**src/rtl/leading_zero_shift_gen_pkg.sv**
```systemverilog
// rtl/leading_zero_shift_gen_pkg.sv - shared types and elaboration helpers for the leading-zero shift generator
package fpu_lzd_pkg;

  typedef struct packed {
    logic [1:0] count;
    logic       zero;
  } lzd_grp_t;

  // Number of 4-bit groups after zero-padding the mantissa at its LSB end
  function automatic int lzd_num_groups(input int swr);
    return (swr + 3) / 4;
  endfunction

  // The shift field must be able to represent 0..swr
  function automatic bit lzd_ewr_ok(input int swr, input int ewr);
    return (ewr < 31) && ((1 << ewr) >= (swr + 1));
  endfunction

endpackage

```
**src/rtl/leading_zero_shift_gen_lzc_group4.sv**
```systemverilog
// rtl/leading_zero_shift_gen_lzc_group4.sv - combinational 4-bit leading-zero count with all-zero flag
module lzc_group4
  import fpu_lzd_pkg::*;
(
  input  logic [3:0] nib_i,
  output lzd_grp_t   res_o
);

  always_comb begin
    res_o.zero = (nib_i == 4'b0000);
    casez (nib_i)
      4'b1???: res_o.count = 2'd0;
      4'b01??: res_o.count = 2'd1;
      4'b001?: res_o.count = 2'd2;
      default: res_o.count = 2'd3;
    endcase
  end

endmodule

```
**src/rtl/leading_zero_shift_gen.sv**
```systemverilog
// rtl/leading_zero_shift_gen.sv - two-stage leading-zero count feeding the normalization shifter
// Optional leading-one bit index output enabled by LZSG_LEAD_POS_EN.
module leading_zero_shift_gen
  import fpu_lzd_pkg::*;
#(
  parameter int SWR = 26,
  parameter int EWR = 5
) (
  input  logic           clk,
  input  logic           rst,
  input  logic           load_i,
  output logic           ready_o,
  input  logic [SWR-1:0] Data_i,
  input  logic           ready_i,
  output logic           valid_o,
  output logic [EWR-1:0] Shift_Value_o,
`ifdef LZSG_LEAD_POS_EN
  output logic [EWR-1:0] Lead_Pos_o,
`endif
  output logic           Zero_o
);

  localparam int NG   = lzd_num_groups(SWR);
  localparam int PADW = NG * 4;
  localparam int CW   = EWR + 1;

  if (!lzd_ewr_ok(SWR, EWR)) begin : g_param_err
    $error("leading_zero_shift_gen: EWR too narrow for SWR");
  end

  logic                advance;
  logic [PADW-1:0]     data_pad;
  lzd_grp_t [NG-1:0]   grp_d;
  lzd_grp_t [NG-1:0]   s1_grp_q;
  logic                s1_valid_q;
  logic [CW-1:0]       cnt_d;
  logic                zero_d;
  logic                valid_q;
  logic [EWR-1:0]      shift_q;
  logic                zero_q;

  assign advance = !valid_q || ready_i;
  assign ready_o = advance;

  // Padding zeros sit below the real LSB, so they can only be reached when the data is all zero
  assign data_pad = PADW'(Data_i) << (PADW - SWR);

  // Group 0 is the most significant nibble
  for (genvar g = 0; g < NG; g++) begin : g_grp
    lzc_group4 u_lzc (
      .nib_i (data_pad[PADW-1-4*g -: 4]),
      .res_o (grp_d[g])
    );
  end

  always_ff @(posedge clk or negedge rst) begin
    if (!rst) begin
      s1_grp_q   <= '0;
      s1_valid_q <= 1'b0;
    end else if (advance) begin
      s1_grp_q   <= grp_d;
      s1_valid_q <= load_i;
    end
  end

  // Descending scan leaves the most significant non-zero group as the final winner
  always_comb begin
    cnt_d = CW'(SWR);
    for (int g = NG - 1; g >= 0; g--) begin
      if (!s1_grp_q[g].zero) begin
        cnt_d = CW'(4 * g) + CW'(s1_grp_q[g].count);
      end
    end
    zero_d = (cnt_d == CW'(SWR));
  end

  always_ff @(posedge clk or negedge rst) begin
    if (!rst) begin
      valid_q <= 1'b0;
      shift_q <= '0;
      zero_q  <= 1'b0;
    end else if (advance) begin
      valid_q <= s1_valid_q;
      if (s1_valid_q) begin
        shift_q <= cnt_d[EWR-1:0];
        zero_q  <= zero_d;
      end
    end
  end

`ifdef LZSG_LEAD_POS_EN
  logic [EWR-1:0] lead_d;
  logic [EWR-1:0] lead_q;

  assign lead_d = zero_d ? '0 : (EWR'(SWR - 1) - cnt_d[EWR-1:0]);

  always_ff @(posedge clk or negedge rst) begin
    if (!rst) begin
      lead_q <= '0;
    end else if (advance && s1_valid_q) begin
      lead_q <= lead_d;
    end
  end

  assign Lead_Pos_o = lead_q;
`endif

  assign valid_o       = valid_q;
  assign Shift_Value_o = shift_q;
  assign Zero_o        = zero_q;

endmodule

```
**config.mk**
```make
export PLATFORM = sky130hd
export DESIGN_NAME = leading_zero_shift_gen
export DESIGN_NICKNAME = d
export VERILOG_FILES = /design/src/rtl/leading_zero_shift_gen_pkg.sv /design/src/rtl/leading_zero_shift_gen_lzc_group4.sv /design/src/rtl/leading_zero_shift_gen.sv
export SDC_FILE = /design/constraint.sdc
export NUM_CORES = 1
export LEC_CHECK = 0
export ABC_AREA = 1
export CAP_MARGIN = 20
export CORE_ASPECT_RATIO = 1.5
export CORE_MARGIN = 3
export CORE_UTILIZATION = 29
export DETAILED_ROUTE_END_ITERATION = 12
export GPL_ROUTABILITY_DRIVEN = 1
export MAX_ROUTING_LAYER = met4
export PLACE_DENSITY = 0.52
export RECOVER_POWER = 25
export SYNTH_ARGS = -nofsm -noshare
export SYNTH_HDL_FRONTEND = slang
export SYNTH_HIERARCHICAL = 1
export SYNTH_SLANG_ARGS = --single-unit
```
**constraint.sdc**
```tcl
create_clock -name clk -period 3 [get_ports clk]
set_input_delay 0.3 -clock clk [delete_from_list [all_inputs] [get_ports clk]]
set_output_delay 0.3 -clock clk [all_outputs]
set_load 0.05 [all_outputs]
```
==> metrics.cfg <==
[flow_run]
maxCapViolCount=1

[worst_setup_path]
path_class=input pin to output port
reg2reg_depth=8
critPathLaunch=ready_i
arrival_ns=1.68
cp.required_ns=2.70
r2r_start=valid_o$_DFFE_PN0N_
cp-start-kind=input pin
cp_max_fo=2
endpoint_kind=output port

[hold_path]
worstHoldPathCells=2
hp-start=Shift_Value_o[4]$_DFFE_PN0P_
hold_class=register to register

[sta]
tns_ns=0
rsz0062_at_grt=no
clock.fmax_mhz=504
hold_viol_final=0
min_period_over_period_pct=66.2
slew_viol_final=30
fin_crit_ns=1.98
setup_viol=0
worstMarginPinSlew_ns=1.53
skew_ns=0.00488
relSlewSlack_pct=-2.16

[pwr]
power.density_mw_per_mm2=531
power_uw=1160
power.leakage_uw=0.00112
vdd_drop_max_v=0.000186

[cts]
cts_tree=done
cts_buffer_depth=2
cts_resized=0
cts_setup_buffers=0
clk_latency_ns=0.28
cts-root-buf=clkbuf_8
numCtsBuffers=5
cts_hold_buf=0
path_clk_slew_ns=0.06
htree_levels=2
cts_sinks=29

[logic_synthesis]
ys_seq_elements=29
synth_cell_types=24
netlist_instances=218
yosys_warnings=6
syn_area_sq_mm=0.00160
yosysSeqAreaShare_pct=45.5
synth_area_per_cell_sq_um=7.32

[die]
placementRows=32
core-area_sq_mm=0.00525
io_pins=38
die_y_um=96.9
die_w_um=66.6
die_area_sq_mm=0.00645
start_util_pct=30.4

[final_layout]
fin_area_sq_mm=0.00219
layout_commonest_cell=nand2_1
layout-drive-gt1-share_pct=17.0
area_delta_synth_final_pct=37.0
final_cell_mix=nand2_1, inv_1, clkdlybuf4s50_1
num-nets-final=293
antenna_cells=0

[outcome]
status=complete, but fails checks
violations=max-capacitance violations, max-slew violations

[drt]
drc=0
wl_per_cell_um=9.23
avgViaCountPerCell=4.16
via_count=1380
antenna_left=0
routed_wl_um=3070
drt_iter0_markers=55
dr.pass1.iters=4

[place]
dp_hpwl_um=2370
place_area_sq_mm=0.00206
io_buffers=37
routabilityCongestion=0.777

[global_routing]
grt_overflow=0
grt_pass1_wl_um=5420
grt_max_degree=37
antenna_found_initial=0
grt_usage_pct=11.1
grt_pass1_vias=1312

[power by group]
group / switching [uW] / internal [uW] / total [uW]
logic: 144 / 92.7 / 236
registers: 18.0 / 429 / 447
clock network: 149 / 330 / 478
total: 310 / 852 / 1160
[sequential cells by signal (all words and copies together), names as in the netlist]
signal and cells:
Shift_Value_o 5, s1_grp_q 21, valid_o 1, s1_valid_q 1, Zero_o 1
[per-layer routing]
| metal | wire length, um | vias to the layer above | global-route usage [%] |
|---|---|---|---|
| met5 | 0 | - | - |
| met4 | 80 | 0 | 5.95 |
| met3 | 117 | 6 | 3.02 |
| met2 | 1540 | 30 | 17.7 |
| met1 | 1320 | 613 | 12.3 |
| li1 | - | 731 | - |
[logic make-up after synthesis]
logic type	share of synthesized area, %
compound gates	11.4
other cells	0.235
buf+inv	14.0
flops	45.5
simple gates	28.8
[worst max-delay path, cell delays in order]
cell	delay, ns
clkdlybuf4s50_1	0.47
nor2_2	0.06
inv_2	0.05
clkdlybuf4s50_1	0.79
[through the flow]
step,setup WS (ns),utilization [%],instances,hold slack (ns)
finish,1.02,41.7,332,0.468
global route,0.875,41.7,332,0.506
CTS,0.996,41.8,332,0.406
detailed placement,1.00,39.2,324,0.460
global placement,0.992,39.2,324,0.462
floorplan,1.53,-,220,0.00441
[Yosys cell counts, drive strengths merged]
cell type	count	area, sq um
o21ai	15	75.1
buf	3	21.3
o41ai	1	16.3
a31oi	1	6.26
nand2	76	308
nand3	5	30.0
clkbuf	1	3.75
inv	53	199
nor3	1	10.0
a21oi	14	73.8
conb	1	3.75
nand4	1	6.26
dfrtp	29	726
nor2	16	106
o21bai	1	11.3
[final timing paths]
| path | endpoint | slack [ns] |
|---|---|---|
| hold / removal | Shift_Value_o[4]$_DFFE_PN0P_ | 0.47 |
| setup / recovery | ready_o | 1.02 |
| hold reg to reg | Shift_Value_o[4]$_DFFE_PN0P_ | 0.47 |
| max in group asynchronous | s1_grp_q[9]$_DFFE_PN0N_ | 1.18 |
| setup reg to reg | Zero_o$_DFFE_PN0P_ | 1.77 |
| min in group asynchronous | s1_grp_q[4]$_DFFE_PN0N_ | 0.92 |
[final cells by class]
| type | count | area [sq um] |
|---|---|---|
| Clock buffer | 5 | 68.8 |
| Clock inverter | 3 | 65.1 |
| Fill cell | 569 | 3060 |
| Inverter | 53 | 199 |
| Multi-Input combinational cell | 134 | 654 |
| Sequential cell | 29 | 726 |
| Tap cell | 68 | 85.1 |
| Timing Repair Buffer | 40 | 389 |
No activity file was read; power rests on OpenSTA's default activity.
